## config.mk

```make
export PLATFORM = sky130hd
export DESIGN_NAME = uart_rx_mmio
export DESIGN_NICKNAME = d
export VERILOG_FILES = /design/src/rtl/uart_rx_mmio.sv
export SDC_FILE = /design/constraint.sdc
export NUM_CORES = 1
export LEC_CHECK = 0
export ABC_AREA = 1
export BUFFER_PORTS_ARGS = -buffer_cell sky130_fd_sc_hd__buf_2
export CORE_MARGIN = 3
export CORE_UTILIZATION = 59
export DETAILED_ROUTE_END_ITERATION = 16
export GPL_TIMING_DRIVEN = 0
export PLACE_DENSITY_LB_ADDON = 0.05
export SLEW_MARGIN = 20
export SYNTH_ARGS = -nofsm -noshare
export SYNTH_HDL_FRONTEND = slang
export SYNTH_SLANG_ARGS = --single-unit
```

## constraint.sdc

```tcl
create_clock -name clk -period 2.8 [get_ports clk]
set_input_delay 0.42 -clock clk [delete_from_list [all_inputs] [get_ports clk]]
set_output_delay 0.42 -clock clk [all_outputs]
set_load 0.01 [all_outputs]
```

## src/rtl/uart_rx_mmio.sv

```systemverilog
// Memory-mapped 8N1 UART receiver. It feeds a small receive FIFO that the CPU reads over the registered-read data bus.
// It also raises a level interrupt flag with a matching clear strobe.
module uart_rx_mmio #(
   parameter logic [15:0] BASE_ADDR    = 16'h1010,
   parameter int unsigned CLKS_PER_BIT = 104,
   parameter int unsigned FIFO_DEPTH   = 4
) (
   input  logic        clk,
   input  logic        rst_n,
   input  logic [7:0]  din,
   input  logic [15:0] address,
   input  logic        w_en,
   input  logic        r_en,
   output logic [7:0]  dout,
   input  logic        rx,
   output logic        rx_flag,
   input  logic        rx_flag_clr
);

   localparam int AW = $clog2(FIFO_DEPTH);
   localparam int CW = AW + 1;
   localparam logic [15:0]   HALF_M1 = 16'(CLKS_PER_BIT / 2 - 1);
   localparam logic [15:0]   FULL_M1 = 16'(CLKS_PER_BIT - 1);
   localparam logic [CW-1:0] DEPTH_C = CW'(FIFO_DEPTH);

   // S_BREAK holds off after a framing error until the line returns high.
   typedef enum logic [2:0] {
      S_IDLE  = 3'd0,
      S_START = 3'd1,
      S_DATA  = 3'd2,
      S_STOP  = 3'd3,
      S_BREAK = 3'd4
   } state_t;

   state_t        state_q, state_d;
   logic          rx_meta_q, rx_s_q, rx_s_prev_q;
   logic [15:0]   cnt_q, cnt_d;
   logic [2:0]    bit_idx_q, bit_idx_d;
   logic [7:0]    shift_q, shift_d;
   logic [7:0]    mem_q [FIFO_DEPTH];
   logic [7:0]    mem_d [FIFO_DEPTH];
   logic [AW-1:0] wptr_q, wptr_d, rptr_q, rptr_d;
   logic [CW-1:0] count_q, count_d;
   logic          ovr_q, ovr_d, ferr_q, ferr_d;
   logic          rx_en_q, rx_en_d, irq_en_q, irq_en_d;
   logic [7:0]    dout_q, dout_d;
   logic          rx_flag_q, rx_flag_d;

   logic          push_req, ferr_set, push_ok, ovr_set, pop;
   logic          fifo_ne, fifo_full, rd_hit, wr_hit;
   logic [15:0]   offset;
   logic [7:0]    status;
   logic          unused_din;

   assign unused_din = ^din[7:2];
   assign dout       = dout_q;
   assign rx_flag    = rx_flag_q;

   // Receive FSM: every decision uses the synchronised line rx_s_q.
   always_comb begin
      state_d   = state_q;
      cnt_d     = cnt_q;
      bit_idx_d = bit_idx_q;
      shift_d   = shift_q;
      push_req  = 1'b0;
      ferr_set  = 1'b0;
      if (!rx_en_q) begin
         state_d = S_IDLE;
      end else begin
         case (state_q)
            S_IDLE: begin
               if (rx_s_prev_q && !rx_s_q) begin
                  state_d = S_START;
                  cnt_d   = HALF_M1;
               end
            end
            S_START: begin
               if (cnt_q == 16'd0) begin
                  if (!rx_s_q) begin
                     state_d   = S_DATA;
                     cnt_d     = FULL_M1;
                     bit_idx_d = 3'd0;
                  end else begin
                     state_d = S_IDLE;
                  end
               end else begin
                  cnt_d = cnt_q - 16'd1;
               end
            end
            S_DATA: begin
               if (cnt_q == 16'd0) begin
                  shift_d[bit_idx_q] = rx_s_q;
                  cnt_d              = FULL_M1;
                  bit_idx_d          = bit_idx_q + 3'd1;
                  if (bit_idx_q == 3'd7) state_d = S_STOP;
               end else begin
                  cnt_d = cnt_q - 16'd1;
               end
            end
            S_STOP: begin
               if (cnt_q == 16'd0) begin
                  if (rx_s_q) begin
                     push_req = 1'b1;
                     state_d  = S_IDLE;
                  end else begin
                     ferr_set = 1'b1;
                     state_d  = S_BREAK;
                  end
               end else begin
                  cnt_d = cnt_q - 16'd1;
               end
            end
            S_BREAK: begin
               if (rx_s_q) state_d = S_IDLE;
            end
            default: state_d = S_IDLE;
         endcase
      end
   end

   // Bus decode, FIFO bookkeeping, status and interrupt.
   always_comb begin
      offset    = address - BASE_ADDR;
      rd_hit    = r_en && (offset < 16'd4);
      wr_hit    = w_en && (offset < 16'd4);
      fifo_ne   = (count_q != '0);
      fifo_full = (count_q == DEPTH_C);
      pop       = rd_hit && (offset[1:0] == 2'd0) && fifo_ne;
      // A pop in the same cycle frees the slot, so a push into a full FIFO is still accepted.
      push_ok   = push_req && (!fifo_full || pop);
      ovr_set   = push_req && !push_ok;
      status    = {4'b0000, ferr_q, ovr_q, fifo_full, fifo_ne};

      dout_d = dout_q;
      if (rd_hit) begin
         case (offset[1:0])
            2'd0:    dout_d = fifo_ne ? mem_q[rptr_q] : 8'h00;
            2'd1:    dout_d = status;
            2'd2:    dout_d = {6'b000000, irq_en_q, rx_en_q};
            default: dout_d = 8'(count_q);
         endcase
      end

      mem_d  = mem_q;
      wptr_d = wptr_q;
      rptr_d = rptr_q;
      if (push_ok) begin
         mem_d[wptr_q] = shift_q;
         wptr_d        = wptr_q + AW'(1);
      end
      if (pop) rptr_d = rptr_q + AW'(1);
      count_d = count_q;
      if (push_ok && !pop)      count_d = count_q + CW'(1);
      else if (!push_ok && pop) count_d = count_q - CW'(1);

      ovr_d    = ovr_q;
      ferr_d   = ferr_q;
      rx_en_d  = rx_en_q;
      irq_en_d = irq_en_q;
      if (wr_hit && offset[1:0] == 2'd1) begin
         ovr_d  = 1'b0;
         ferr_d = 1'b0;
      end
      if (ovr_set)  ovr_d  = 1'b1;
      if (ferr_set) ferr_d = 1'b1;
      if (wr_hit && offset[1:0] == 2'd2) begin
         rx_en_d  = din[0];
         irq_en_d = din[1];
      end

      rx_flag_d = rx_flag_q;
      if (rx_flag_clr)          rx_flag_d = 1'b0;
      if (push_ok && irq_en_q)  rx_flag_d = 1'b1;
   end

   always_ff @(posedge clk) begin
      if (!rst_n) begin
         rx_meta_q   <= 1'b1;
         rx_s_q      <= 1'b1;
         rx_s_prev_q <= 1'b1;
         state_q     <= S_IDLE;
         cnt_q       <= 16'd0;
         bit_idx_q   <= 3'd0;
         shift_q     <= 8'h00;
         wptr_q      <= '0;
         rptr_q      <= '0;
         count_q     <= '0;
         ovr_q       <= 1'b0;
         ferr_q      <= 1'b0;
         rx_en_q     <= 1'b0;
         irq_en_q    <= 1'b0;
         dout_q      <= 8'h00;
         rx_flag_q   <= 1'b0;
      end else begin
         rx_meta_q   <= rx;
         rx_s_q      <= rx_meta_q;
         rx_s_prev_q <= rx_s_q;
         state_q     <= state_d;
         cnt_q       <= cnt_d;
         bit_idx_q   <= bit_idx_d;
         shift_q     <= shift_d;
         wptr_q      <= wptr_d;
         rptr_q      <= rptr_d;
         count_q     <= count_d;
         ovr_q       <= ovr_d;
         ferr_q      <= ferr_d;
         rx_en_q     <= rx_en_d;
         irq_en_q    <= irq_en_d;
         dout_q      <= dout_d;
         rx_flag_q   <= rx_flag_d;
      end
   end

   // Storage needs no reset: count_q alone decides which entries are valid.
   always_ff @(posedge clk) begin
      mem_q <= mem_d;
   end

endmodule

```

Word level (Yosys, flattened, before mapping):

Cells that the tools add are included.

* output and inout port bits: 9
* logic and storage cells: 131
* register bits: 85
* input bits: 30

* bitwise gates (word level): 2
* reduce and logical (&&, ||, !) cells: 34
* order comparisons: 6
* multiplexer cells: 45
* $add $sub $neg: 7
* equal/unequal tests: 17

Operators by type and width (count)
* 2-to-1 mux 16 bit: 5
* case mux 16 bit (4 select lines): 1
* 2-to-1 mux 3 bit: 12
* bitwise mux 32 bit: 1
* 2-to-1 mux 8 bit: 4
* case mux 8 bit (3 select lines): 1
* binary-select mux 8 bit (select 2 bit): 1
* demux 8 bit (select 2 bit): 1
* zero test 16 bit: 1
* less-than comparator 16 x 3 -> 1 bit (second input constant): 1
* != test 2 bit (second input constant): 8
* subtractor 16 x 1 -> 16 bit (second input constant): 1
* subtractor 16 x 13 -> 16 bit (second input constant): 1
* case mux 3 bit (5 select lines): 1
* logical AND 1 bit: 14
* 2-to-1 mux 1 bit: 14
* AND reduction 5 bit: 2
* nonzero test 2 bit: 5
* equality test 3 bit (second input constant): 3
* bitwise mux 8 bit: 1
* adder 3 x 1 -> 3 bit (second input constant): 2
* equality test 3 x 2 -> 1 bit (second input constant): 2
* >= comparator 3 bit (second input constant): 2
* NOT 2 -> 3 bit: 2
* other kinds (21): 25

Depth between registers and ports, before layout:

* depth in word-level cells: 11
* gate-level depth with buffers: 16

Worst setup path after synthesis:

OpenSTA, ideal clock, no wires.

* path kind: reg-to-reg
* from: register cnt_q[0]
* to: register count_q[2]
* path slack: 0.453 ns
* stages on the path, launching flop included: 16
* data required time: 2.678 ns
* library setup time: 0.122 ns
* data arrival time: 2.225 ns
* cell sequence: dfxtp_1 inv_1 ha_1 nand3_2 nor2_4 nand3_2 nor2_2 nand2_2 inv_2 ha_1 inv_1 fa_1 a21oi_1 o21ai_0 o21ai_0 a21oi_1

* cells in the longest elaborated chain, start to end: 8

Ends and longest elaborated chain
* start, declared: RTL line 37 `logic [15:0] cnt_q, cnt_d;`
* start signal, assigned: RTL line 199 `cnt_q <= cnt_d;`
* zero test 16 bit *: RTL line 101 `if (cnt_q == 16'd0) begin`
* 2-to-1 mux 1 bit *: RTL line 101
* 2-to-1 mux 1 bit *: RTL line 70 `case (state_q)`
* 2-to-1 mux 1 bit *: RTL line 67 `if (!rx_en_q) begin`
* logical AND 1 bit *: RTL line 130 `push_ok = push_req && (!fifo_full || pop);`
* via push_ok: RTL line 49 `logic push_req, ferr_set, push_ok, ovr_set, pop;`
* zero test 1 bit: RTL line 154 `else if (!push_ok && pop) count_d = count_q - CW'(1);`
* logical AND 1 bit: RTL line 154
* nonzero test 2 bit (no line)
* end signal, assigned: RTL line 204 `count_q <= count_d;`
* end, declared: RTL line 43 `logic [CW-1:0] count_q, count_d;`

Mark *: on every way through the listed nets, which the timed path passes. The rest lies on a longest branch.
A chain may end at the register's enable or synchronous reset.

Worst setup path after layout:

Same ends and word-level chain as after synthesis.

==> run metrics <==
Via-to-Cell Ratio 5.29; CP cell instances inv_1, ha_2, nand3_2, nor2_4, nand3_2, nor2_4, nand2_2, inv_2, ha_1, inv_1, fa_1, a21oi_1, o21ai_0, o21ai_1, a21oi_1; DR DRC count 0; wire per inst around 14 microns; CTS Hold Bufs 0; CP max FO 6; prevailing post-synth register cell dfxtp_1; Die Span Y 90.8 microns; final hold vios 0; via count 3674; Max VDD drop between 0.0002 and 0.00025 V; number of synthesized flops with an enable pin 32; Pint 1.81 mW; commonest non-fill, non-tap cell in the layout nand2_1; remaining global-route overflow 0; Syn. warnings 0; clock power share 42.4%; DRT Wirelength 9.65 mm; largest net degree at the start of global routing 17; P per Cell Area 485 mW/mm^2; CTS Buf Count 9; Rows 30; Routed Antenna Nets 0; Data arrival, critical path 2.83 ns; Final Cycle Share 92.6%; Iteration-0 DRC Markers 177; Clk Latency, worst-skew pair 0.35 ns; Setup TNS Final 0 ns; Switching Share 21.6%; Crit path required time 3.04 ns; Die W 90.8 microns; Placer Congestion 0.930; NetSw 0.499 mW; initial antenna violation count 0; port bufs 31; TritonCTS clock tree yes; Post-CTS Setup Inserts 0; first-pass iteration count of the detailed router 4; LEAKAGE around 2.0 nW; Post-Syn Nets 590; Crit. End Element flip-flop; commonest cells after routing, fill and taps aside nand2_1, nor2_1, inv_1, dfxtp_1; final worst slack 0.207 ns; hpwl dp 7.07 mm; Total Nets Final 632; HP Class input pin to flip-flop; syn avg cell area 7.70 sq um; number of top-level pins 39; CP Launch Type flip-flop; die area 0.00824 sq mm; Seq/Total Area, Yosys 47.7%; # setup viols final 0; final std cells w/o fill ~690; Max Cap Viol 0; Netlist cell types 39; Max Clk Rate just under 400 MHz; CTS max path bufs 2; vias in the first global route 3520; outcome completed; Std-Cell Core Area 0.00687 sq mm; synth-to-layout area growth 12.1%; Least-Margin Pin Slew approximately 0.8 ns; ratio of cells with drive above 1 in the final layout 14.4%; Mapped Area 0.00424 sq mm; Max Clock Skew between 0.01 and 0.015 ns; DP Cell Count 678; minimum clock period 2.59 ns; sequential share of power 55.2%; number of synthesized register bits 85; pre-CTS setup slack roughly 0.16 ns; Comb pwr share between 2 and 2.5%; Sink Count between 80 and 90; Async SR Flop Fraction 0%; Max-slew headroom 47.7%; first-pass GRT wire length 16.0 mm; initial core utilization 61.7%; critical path class flip-flop to flip-flop; RSZ-0062 raised after global routing false; Slowest-stage cell, CP fa_1; All-Layer GR Usage around a quarter; Ant. Diodes 0; CTS H-tree depth 3; CTS clk-pin slew, worst paths 0.09 ns; Syn Inst Count 551; Pins Over Slew Limit 0; Crit path largest cell delay 0.37 ns; CTS Root Cell clkbuf_8
cells in the mapped netlist, types with 5 or more instances:
library cell    n  share of area [%]
nand2_1       117                 10
edfxtp_1       32                 23
a21oi_1        34                4.0
clkbuf_1        9               0.80
dfxtp_1        53                 25
nor2_1         97                8.6
nor3_1          9                1.1
nand4_1        10                1.5
ha_1            8                2.4
nand3_1        27                3.2
nor2_2          5               0.74
o21ai_0        27                3.2
o22ai_1         8                1.2
nand2_2         6               0.89
inv_1          55                4.9
o21ai_1        10                1.2
inv_2           7               0.62
layout make-up:
type | count | area [sq um]
Timing Repair Buffer | 31 | 155
Clock buffer | 9 | 124
Tap cell | 96 | 120
Buffer | 14 | 71.3
Sequential cell | 85 | 2020
Inverter | 64 | 243
Fill cell | 621 | 2120
Clock inverter | 7 | 103
Multi-Input combinational cell | 388 | 1920
kinds of logic after synthesis:
group,synth area share (%)
compound gates,10.6
buf+inv,7.40
fa+ha+maj,2.83
simple gates,30.9
xor+xnor,0.620
flops,47.7
stage by stage:
stage	util (%)	cell area (sq um)	hold WS (ns)	power [mW]
6_report	69.2	4750	0.254	2.31
5_1_grt	69.2	4750	0.242	2.38
4_1_cts	69.1	4740	0.238	2.32
3_5_place_dp	65.8	4520	0.400	1.36
3_3_place_gp	65.8	4520	0.395	1.36
2_1_floorplan	-	4240	0.393	1.33
worst paths after layout:
| path | depth (start not counted) | endpoint | from | slack, ns |
|---|---|---|---|---|
| max | 15 | count_q[2] | cnt_q[0] | 0.21 |
| min | 2 | rx_meta_q | rx | 0.25 |
| max reg2reg | 15 | count_q[2] | cnt_q[0] | 0.21 |
| min reg2reg | 1 | rx_s_q | rx_meta_q | 0.42 |
layer usage:
layer / routed length, microns / global-route usage, %
met2: 4830 / 42.7
met3: 436 / 5.33
met1: 4130 / 29.0
met5: 0 / 0
met4: 242 / 10.9
worst max-delay path, delay by kind of cell (launching register included):
kind	cells	cell delay (ns)
buffers and inverters	3	0.27
flip-flops	1	0.33
AO/OA/AOI/OAI	4	0.45
AND/OR/NAND/NOR	5	0.68
adder cells (fa/ha/maj)	3	0.74
power by group through the flow:
stage	Sequential (mW)	Clock (mW)	Combinational, mW
global placement	1.30	0	0.0547
floorplan	1.30	0	0.0273
detailed placement	1.30	0	0.0557
global route	1.27	1.05	0.0623
finish	1.27	0.976	0.0560
CTS	1.27	0.994	0.0559
what timing repair did:
item                                    CTS  global route
endpoints found under the setup margin    0             1
gates resized for setup                   0             4
endpoints found under the hold margin     0             0
flip-flops by register name, summed over array words and instances, names as in the netlist:
name and cells:
dout 8, ovr_q 1, shift_q 8, mem_q 32
rx_meta_q 1, rx_s_q 1, rx_flag 1, cnt_q 16
rptr_q 2, ferr_q 1, state_q 3, rx_en_q 1
rx_s_prev_q 1, bit_idx_q 3, count_q 3, wptr_q 2
irq_en_q 1
No activity file was read; power rests on OpenSTA's default activity.
